===== src/rtl/serial_mult_ctrl_pkg.sv =====
// Shared definitions for the serial multiplier controller family.
// Contents:
//   DEF_WIDTH - default operand width for all multiplier blocks
//   state_t   - 2-bit FSM encoding (IDLE, ADD, SHIFT, DONE)
//   is_busy   - true for the states in which an operation is in flight
package serial_mult_ctrl_pkg;

    localparam int DEF_WIDTH = 4;

    typedef enum logic [1:0] {
        ST_IDLE  = 2'd0,
        ST_ADD   = 2'd1,
        ST_SHIFT = 2'd2,
        ST_DONE  = 2'd3
    } state_t;

    function automatic logic is_busy(input state_t s);
        return (s == ST_ADD) || (s == ST_SHIFT);
    endfunction

endpackage


===== src/rtl/serial_mult_ctrl_if.sv =====
// Handshake/operand bundle between a requester and serial_mult_ctrl.
// Signals:
//   start - request, honoured only while the multiplier is idle
//   A, B  - multiplicand / multiplier, WIDTH bits each
//   busy  - operation in progress
//   done  - one-cycle completion pulse
//   P     - 2*WIDTH-bit product, held until the next accepted request completes
interface serial_mult_ctrl_if #(
    parameter int WIDTH = 4
);
    logic                   start;
    logic [WIDTH-1:0]       A;
    logic [WIDTH-1:0]       B;
    logic                   busy;
    logic                   done;
    logic [2*WIDTH-1:0]     P;

    modport master (output start, output A, output B,
                    input  busy,  input  done, input  P);
    modport slave  (input  start, input  A, input  B,
                    output busy,  output done, output P);
endinterface


===== src/rtl/serial_mult_ctrl_adder.sv =====
// 1-bit full adder, the only arithmetic cell used by the serial multiplier.
// Ports:
//   A, B, Cin - addend bits and carry in
//   S, Cout   - sum and carry out
module serial_mult_ctrl_adder (
    input  logic A,
    input  logic B,
    input  logic Cin,
    output logic S,
    output logic Cout
);

    assign S    = A ^ B ^ Cin;
    assign Cout = (A & B) | (A & Cin) | (B & Cin);

endmodule


===== src/rtl/serial_mult_ctrl.sv =====
// Bit-serial unsigned WIDTH x WIDTH shift-and-add multiplier controller.
// A single 1-bit full adder is time-shared for every addition: each of the
// WIDTH iterations spends WIDTH ADD cycles adding (mcand & lo[0]) into hi
// one bit at a time, then one SHIFT cycle moves {c,hi,lo} right by one.
// Total latency is WIDTH*(WIDTH+1) cycles, independent of the operands.
// Ports:
//   clk - rising-edge clock
//   rst - synchronous active-high reset (aborts any operation, clears P)
//   bus - slave side of serial_mult_ctrl_if (start/A/B in, busy/done/P out)
module serial_mult_ctrl
    import serial_mult_ctrl_pkg::*;
#(
    parameter int WIDTH = DEF_WIDTH
) (
    input  logic              clk,
    input  logic              rst,
    serial_mult_ctrl_if.slave bus
);

    localparam int            CW   = (WIDTH > 1) ? $clog2(WIDTH) : 1;
    localparam logic [CW-1:0] LAST = CW'(WIDTH - 1);
    localparam logic [CW-1:0] ONE  = CW'(1);

    state_t                 state_r;
    state_t                 state_nx_s;
    logic [WIDTH-1:0]       mcand_r;
    logic [WIDTH-1:0]       hi_r;
    logic [WIDTH-1:0]       lo_r;
    logic                   c_r;
    logic [CW-1:0]          k_r;
    logic [CW-1:0]          i_r;
    logic [2*WIDTH-1:0]     p_r;
    logic                   busy_r;
    logic                   done_r;

    logic                   add_a_s;
    logic                   add_b_s;
    logic                   sum_s;
    logic                   cout_s;
    logic [2*WIDTH-1:0]     shifted_s;

    // Bit k of the accumulator plus bit k of the addend; the addend is the
    // multiplicand gated by the current multiplier LSB, which sits in lo[0]
    // and stays put for the whole ADD pass.
    assign add_a_s = hi_r[k_r];
    assign add_b_s = mcand_r[k_r] & lo_r[0];

    // The carry out of the top bit becomes the new MSB of hi on the shift.
    assign shifted_s = {c_r, hi_r, lo_r[WIDTH-1:1]};

    serial_mult_ctrl_adder u_adder (
        .A    (add_a_s),
        .B    (add_b_s),
        .Cin  (c_r),
        .S    (sum_s),
        .Cout (cout_s)
    );

    // State register
    always_ff @(posedge clk) begin
        if (rst) begin
            state_r <= ST_IDLE;
        end else begin
            state_r <= state_nx_s;
        end
    end

    // Next-state decode
    always_comb begin
        state_nx_s = state_r;
        case (state_r)
            ST_IDLE: begin
                if (bus.start) begin
                    state_nx_s = ST_ADD;
                end else begin
                    state_nx_s = ST_IDLE;
                end
            end
            ST_ADD: begin
                if (k_r == LAST) begin
                    state_nx_s = ST_SHIFT;
                end else begin
                    state_nx_s = ST_ADD;
                end
            end
            ST_SHIFT: begin
                if (i_r == LAST) begin
                    state_nx_s = ST_DONE;
                end else begin
                    state_nx_s = ST_ADD;
                end
            end
            ST_DONE: begin
                state_nx_s = ST_IDLE;
            end
            default: begin
                state_nx_s = ST_IDLE;
            end
        endcase
    end

    // Operand latch, serial accumulate, shift, and product capture
    always_ff @(posedge clk) begin
        if (rst) begin
            mcand_r <= {WIDTH{1'b0}};
            hi_r    <= {WIDTH{1'b0}};
            lo_r    <= {WIDTH{1'b0}};
            c_r     <= 1'b0;
            k_r     <= {CW{1'b0}};
            i_r     <= {CW{1'b0}};
            p_r     <= {(2*WIDTH){1'b0}};
        end else begin
            case (state_r)
                ST_IDLE: begin
                    if (bus.start) begin
                        mcand_r <= bus.A;
                        hi_r    <= {WIDTH{1'b0}};
                        lo_r    <= bus.B;
                        c_r     <= 1'b0;
                        k_r     <= {CW{1'b0}};
                        i_r     <= {CW{1'b0}};
                    end
                end
                ST_ADD: begin
                    hi_r[k_r] <= sum_s;
                    c_r       <= cout_s;
                    // Hold at the last bit rather than wrapping; SHIFT clears it.
                    k_r       <= (k_r == LAST) ? k_r : k_r + ONE;
                end
                ST_SHIFT: begin
                    {hi_r, lo_r} <= shifted_s;
                    c_r          <= 1'b0;
                    k_r          <= {CW{1'b0}};
                    if (i_r == LAST) begin
                        i_r <= {CW{1'b0}};
                        p_r <= shifted_s;
                    end else begin
                        i_r <= i_r + ONE;
                    end
                end
                ST_DONE: begin
                    c_r <= 1'b0;
                end
                default: begin
                    c_r <= 1'b0;
                end
            endcase
        end
    end

    // Status flags are registered from the state being entered so they
    // line up exactly with the ADD/SHIFT and DONE states.
    always_ff @(posedge clk) begin
        if (rst) begin
            busy_r <= 1'b0;
            done_r <= 1'b0;
        end else begin
            busy_r <= is_busy(state_nx_s);
            done_r <= (state_nx_s == ST_DONE);
        end
    end

    assign bus.busy = busy_r;
    assign bus.done = done_r;
    assign bus.P    = p_r;

endmodule


===== src/flat_wrapper.sv =====
// flat-port wrapper written by rule: the top's interface ports become plain ports
module serial_mult_ctrl_flat import serial_mult_ctrl_pkg::*;
#(
    parameter int WIDTH = DEF_WIDTH
)
  (clk, rst, bus_start, bus_A, bus_B, bus_busy, bus_done, bus_P);
  serial_mult_ctrl_if #(.WIDTH(WIDTH)) bus_i ();
  input  logic clk;
  input  logic rst;
  input wire logic [$bits(bus_i.start)-1:0] bus_start;
  input wire logic [$bits(bus_i.A)-1:0] bus_A;
  input wire logic [$bits(bus_i.B)-1:0] bus_B;
  output wire logic [$bits(bus_i.busy)-1:0] bus_busy;
  output wire logic [$bits(bus_i.done)-1:0] bus_done;
  output wire logic [$bits(bus_i.P)-1:0] bus_P;
  assign bus_i.start = bus_start;
  assign bus_i.A = bus_A;
  assign bus_i.B = bus_B;
  assign bus_busy = bus_i.busy;
  assign bus_done = bus_i.done;
  assign bus_P = bus_i.P;
  serial_mult_ctrl #(.WIDTH(WIDTH)) u_core (.clk(clk), .rst(rst), .bus(bus_i));
endmodule

===== config.mk =====
export PLATFORM = sky130hd
export DESIGN_NAME = serial_mult_ctrl_flat
export DESIGN_NICKNAME = d
export VERILOG_FILES = /design/src/rtl/serial_mult_ctrl_pkg.sv /design/src/rtl/serial_mult_ctrl_if.sv /design/src/rtl/serial_mult_ctrl_adder.sv /design/src/rtl/serial_mult_ctrl.sv /design/src/flat_wrapper.sv
export SDC_FILE = /design/constraint.sdc
export NUM_CORES = 1
export LEC_CHECK = 0
export CELL_PAD_IN_SITES_DETAIL_PLACEMENT = 1
export CELL_PAD_IN_SITES_GLOBAL_PLACEMENT = 1
export CORE_AREA = 4 4 69 71
export CTS_BUF_LIST = sky130_fd_sc_hd__clkbuf_16
export DETAILED_ROUTE_END_ITERATION = 16
export DIE_AREA = 0 0 73 75
export PLACE_DENSITY_LB_ADDON = 0.1
export SLEW_MARGIN = 20
export SYNTH_ARGS = -nofsm -noshare
export SYNTH_HDL_FRONTEND = slang
export SYNTH_SLANG_ARGS = --single-unit

===== constraint.sdc =====
create_clock -name clk -period 1.8 [get_ports clk]
set_input_delay 0.54 -clock clk [delete_from_list [all_inputs] [get_ports clk]]
set_output_delay 0.54 -clock clk [all_outputs]
set_load 0.1 [all_outputs]

==> metrics.txt, run 1 <==
Setup Skew 0.00355 ns; TritonCTS Sinks 29; Yosys Warn Count 0; row cnt 24; startpoint types register; global-route wire length before repair 6420 um; max incr delay on CP 0.64 ns; core region area 4230 um^2; Yosys reg bits 29; most frequent cells in the layout dfxtp_1, buf_4, a21oi_1; Placement Cell Area 1910 um^2; endpoint class of the critical path register; DR WL/cell 15.6 um; synthesis-to-finish area growth 38.9%; Final Max Slew Viols 0; initial antenna violation count 0; gr ovfl total 0; Critical Path AT 2.02 ns; fraction of layout cells with a size suffix above 1 25.1%; Total GRT Usage 15.6%; Layout fillers 481; cts hold-fix bufs 0; Largest delay share family, worst path adder cells; Post-synth ARST share 0%; Hold Fails Final Rpt 0; pin count of the biggest net entering global routing 20; root buffer cell clkbuf_16; VDD IR max 0.000519 V; clk buf depth 2; cell depth of the worst flop-to-flop path 5; CTS tree built; Routed WL 3860 um; post-synthesis cell area 1490 um^2; CTS Buf Count 5; WHS Path Cells 2; placed insts 240; # diodes 0; CP cell instances mux4_2 > inv_2 > fa_2 > a21oi_2 > a221o_1; Clock Pin Slew Worst Setup and Hold Paths 0.05 ns; Final WS setup -0.0590 ns; Net count, final 217; Power Density 783 nW/um^2; Buf+Inv Stages, Crit Path 1; HP Class reg2reg; syn_nets 183; Worst EP required 1.96 ns; Mapped Cells 161; Period minus WS final 1.86 ns; failing checks negative setup slack; fmax 538 MHz; die width 73 um; HPWL Detailed 2950 um; starting density of the core 35.1%; Layout Cells excl Fill 247; Tcrit/Tclk final 103%; Vias 1293; RSZ-0062 raised after global routing yes; Port Buffers 20; routability congestion estimate from global placement 0.833; Seq/Total Area, Yosys 39.0%; Clk Latency, worst-skew pair 0.27 ns; Design Power 1620 uW; Leakage Power 0.000788 uW; Setup TNS -0.183 ns; EDFF count, synth 0; vias in the first global route 1380; Crit-path slowest cell fa_2; predominant post-synthesis flop cell dfxtp_1; status complete, but fails checks; Chip Height 75 um; Layout Utilization 48.8%; worst rel slew slack 74.9%; FF+latch area 584 um^2; Via-to-Cell Ratio 5.23; Tightest Pin Transition 0.371 ns; setup violators final 4; syn avg cell area 9.24 um^2; cell area after layout 2070 um^2; antenna viol nets, final 0; CP Class reg2reg; setup bufs post-CTS 0; max_cap viols 0; multi-input logic area 835 um^2; H-Tree Level Count 2; DIE AREA 5480 um^2; Synth cell types 30; Crit Path Max Fanout 4; Pre-antenna DRT Iters 4; most common cell after layout, fill and taps aside dfxtp_1; DRC viols 0; DRT iter0 DRCs 52; io pins 21; Levels on crit path 5
-- sequential cells by signal, indices dropped and copies added, names as in the netlist --
name / count
u_core.bus.P: 8
u_core.hi_r: 4
u_core.lo_r: 4
u_core.mcand_r: 4
u_core.i_r: 2
u_core.k_r: 2
u_core.state_r: 2
u_core.bus.busy: 1
u_core.bus.done: 1
u_core.c_r: 1
-- through the flow --
stage / worst slack, ns / hold slack (ns)
after floorplan: 0.0289 / 0.433
after global placement: -0.0588 / 0.455
after detailed placement: -0.116 / 0.459
after CTS: -0.0633 / 0.465
after global routing: -0.0939 / 0.490
final: -0.0590 / 0.460
-- metal layers --
layer  GRT usage, %  vias to the layer above  part of all wire [%]
li1               -                      633                     -
met1           17.1                      625                    43
met2           27.3                       25                    51
met3           4.67                       10                   4.2
met4           7.99                        0                   2.3
met5              0                        -                     0
-- cell type report --
| cell class | count | share of cell area, % |
|---|---|---|
| Multi-Input combinational cell | 116 | 40.4 |
| Sequential cell | 29 | 28.3 |
| Timing Repair Buffer | 37 | 20.7 |
| Clock buffer | 5 | 6.05 |
| Tap cell | 52 | 3.15 |
| Inverter | 6 | 1.09 |
| Clock inverter | 2 | 0.363 |
-- path summary, 6_finish.rpt --
path | startpoint | end | slack [ns]
min reg2reg | u_core.mcand_r[1] | u_core.mcand_r[1] | 0.46
max reg2reg | u_core.k_r[0] | u_core.hi_r[0] | -0.06
max | u_core.k_r[0] | u_core.hi_r[0] | -0.06
min | u_core.mcand_r[1] | u_core.mcand_r[1] | 0.46
-- Yosys cell counts (all sizes together) (2+ instances only) --
cell type / instances / share of area [%]
nor4b: 3 / 1.8
o31ai: 2 / 1.0
mux4: 2 / 3.0
nor2: 12 / 3.0
a221o: 4 / 2.7
nand2: 17 / 4.5
a21oi: 20 / 6.7
nand3b: 3 / 1.5
nand3: 12 / 4.0
buf: 10 / 5.0
nor3: 3 / 1.3
dfxtp: 29 / 39
nand4b: 2 / 1.2
nor2b: 9 / 4.3
a32oi: 2 / 1.2
mux2i: 5 / 3.4
ha: 10 / 8.4
nand2b: 2 / 1.2
inv: 6 / 1.5
a211oi: 4 / 2.0
-- cells by family after synthesis --
| family | Yosys count | share of synthesized area [%] |
|---|---|---|
| flip-flops | 29 | 39.0 |
| multiplexers | 8 | 7.40 |
| AO/OA/AOI/OAI | 32 | 13.6 |
| adder cells (fa/ha/maj) | 11 | 9.76 |
| AND/OR/NAND/NOR | 65 | 23.6 |
| buffers and inverters | 16 | 6.56 |
-- worst reg2reg max path, delay by kind of cell (launching register included) --
kind | cells | cell delay (ns)
buf+inv | 1 | 0.04
flops | 1 | 0.35
compound gates | 2 | 0.38
mux | 1 | 0.34
fa+ha+maj | 1 | 0.64
-- power breakdown --
group	switching, uW	internal, uW
clock	267	491
sequential	15.8	663
combinational	95.0	86.1
-- timing repair --
action,4_1_cts,5_1_grt
endpoints found under the hold margin,0,0
pin swaps,2,2
gates resized for setup,5,4
setup endpoints to repair,4,5
Note: power is estimated with default switching activity, not from simulation.
==> run 2, diff against run 1 <==
- SETUP_SLACK_MARGIN: unset -> 0.5
==> run 2 against run 1 <==
Effect of this change:
- the run still ends with negative setup slack left
- combinational power up 46%
- sequential cell count did not move
- die area is the same
- first-iteration DRC count increased by 52%
- sequential power increased by 0.6%
- setup slack better by 0.023 ns
- clock skew grew 0.00076 ns
- register-to-register slack better by 0.02 ns
- cell area increased by 21%
- critical path depth unchanged
- via count is 8.7% higher
- highest routed layer unchanged
==> metrics.txt, run 2 (same netlist as run 1, synthesis figures left out) <==
setup violators final 4; Routed WL 4900 um; r2r startpoint u_core.k_r[0]; vias in the first global route 1526; cell depth of the worst flop-to-flop path 5; VDD IR max 0.000498 V; Pre-antenna DRT Iters 4; clk buf depth 2; startpoint types register; DRT iter0 DRCs 79; R2R Setup Slk -0.04 ns; Critical Path AT 2.00 ns; routability congestion estimate from global placement 0.733; max_cap viols 0; Tcrit/Tclk final 102%; io pins 21; hold path endpoint u_core.bus.P[4]; CTS tree built; Clock Pin Slew Worst Setup and Hold Paths 0.05 ns; die width 73 um; gr ovfl total 0; fmax 545 MHz; Power Density 791 nW/um^2; Worst EP required 1.96 ns; synthesis-to-finish area growth 68.3%; Vias 1406; max incr delay on CP 0.61 ns; Setup Skew 0.00430 ns; HP Class reg2reg; Leakage Power 0.000933 uW; core region area 4230 um^2; root buffer cell clkbuf_16; Hold Fails Final Rpt 0; HPWL Detailed 2920 um; Period minus WS final 1.84 ns; Net count, final 234; Layout Utilization 59.1%; Chip Height 75 um; CP cell instances mux4_2 > nand2_2 > fa_2 > a21oi_2 > a221o_1; WHS Path Cells 2; H-Tree Level Count 2; DRC viols 0; starting density of the core 35.1%; Clk Latency, worst-skew pair 0.28 ns; Setup TNS -0.110 ns; Layout fillers 448; Crit Path Max Fanout 4; CP Class reg2reg; DR WL/cell 18.5 um; Tightest Pin Transition 0.396 ns; antenna viol nets, final 0; Port Buffers 20; pin count of the biggest net entering global routing 20; global-route wire length before repair 7500 um; Crit Reg-Reg Endpoint u_core.hi_r[0]; CTS Buf Count 5; Via-to-Cell Ratio 5.31; worst rel slew slack 73.2%; TritonCTS Sinks 29; failing checks negative setup slack; initial antenna violation count 0; row cnt 24; Final Max Slew Viols 0; most common cell after layout, fill and taps aside buf_4; Hold Path Origin u_core.bus.P[4]; fraction of layout cells with a size suffix above 1 49.8%; status complete, but fails checks; endpoint class of the critical path register; most frequent cells in the layout buf_4, dfxtp_1, nand2_1; max reg flops 8; # diodes 0; Crit-path slowest cell fa_2; Total GRT Usage 18.8%; RSZ-0062 raised after global routing yes; Final WS setup -0.0364 ns; DIE AREA 5480 um^2
run 2: changes by cell type in the layout (fill, tap and decap cells not counted), sizes merged:
cell           previous run  this run
clkdlybuf4s50            10         8
inv                       7         6
dlygate4sd2               0         2
bufinv                    0         1
buf                      27        43
clkbuf                    5         7
run 2: what timing repair did:
item | in CTS | in global routing
gates cloned | 0 | 1
setup endpoints to repair | 39 | 30
buffers inserted | 12 | 4
hold buffers | 0 | 0
pin swaps | 14 | 7
endpoints found under the hold margin | 0 | 0
resized for setup | 46 | 14
run 2: cell type report:
cell class                      count  area [um^2]  share of cell area [%]
Multi-Input combinational cell    116          982                    39.2
Timing Repair Buffer               54          638                    25.5
Sequential cell                    29          606                    24.2
Clock buffer                        6          150                    6.00
Tap cell                           52         65.1                    2.60
Clock inverter                      2         35.0                    1.40
Inverter                            6         27.5                    1.10
run 2: metrics by stage:
stage | area, um^2 | total power [uW] | instances | hold slack, ns | worst slack, ns
2_1_floorplan | 1530 | 802 | 161 | 0.433 | 0.0561
3_3_place_gp | 1940 | 865 | 240 | 0.464 | -0.121
3_5_place_dp | 1940 | 871 | 240 | 0.470 | -0.232
4_1_cts | 2390 | 1980 | 260 | 0.478 | -0.0411
5_1_grt | 2500 | 2050 | 265 | 0.497 | -0.0677
6_report | 2500 | 1980 | 265 | 0.478 | -0.0364
run 2: critical path, delay by kind of cell (launching register included):
kind	cells	cell delay [ns]
DFF	1	0.35
and+or+nand+nor	1	0.06
muxes	1	0.34
AOI/OAI and AO/OA	2	0.37
adders and majority gates	1	0.61
run 2: power by group:
group	total, uW	switching, uW	leakage [uW]	internal [uW]
sequential	683	23.3	0.000243	660
combinational	264	130	0.000597	134
clock	1030	301	0.0000920	733
run 2: layer usage:
layer	part of all wire (%)	global-route usage, %	vias up
met5	0	0	-
met4	4.0	11.1	0
met3	3.6	4.67	13
met2	53	33.6	31
met1	39	20.0	692
li1	-	-	670
run 2: how the worst max path moves through the flow:
stage	from	end	slack, ns	cells after the start
global route	u_core.k_r[0]	u_core.hi_r[0]	-0.07	5
detailed placement	rst	u_core.hi_r[0]	-0.23	4
CTS	u_core.k_r[0]	u_core.hi_r[0]	-0.04	5
global placement	rst	u_core.hi_r[2]	-0.12	4
finish	u_core.k_r[0]	u_core.hi_r[0]	-0.04	5
floorplan	u_core.k_r[0]	u_core.hi_r[3]	0.06	5
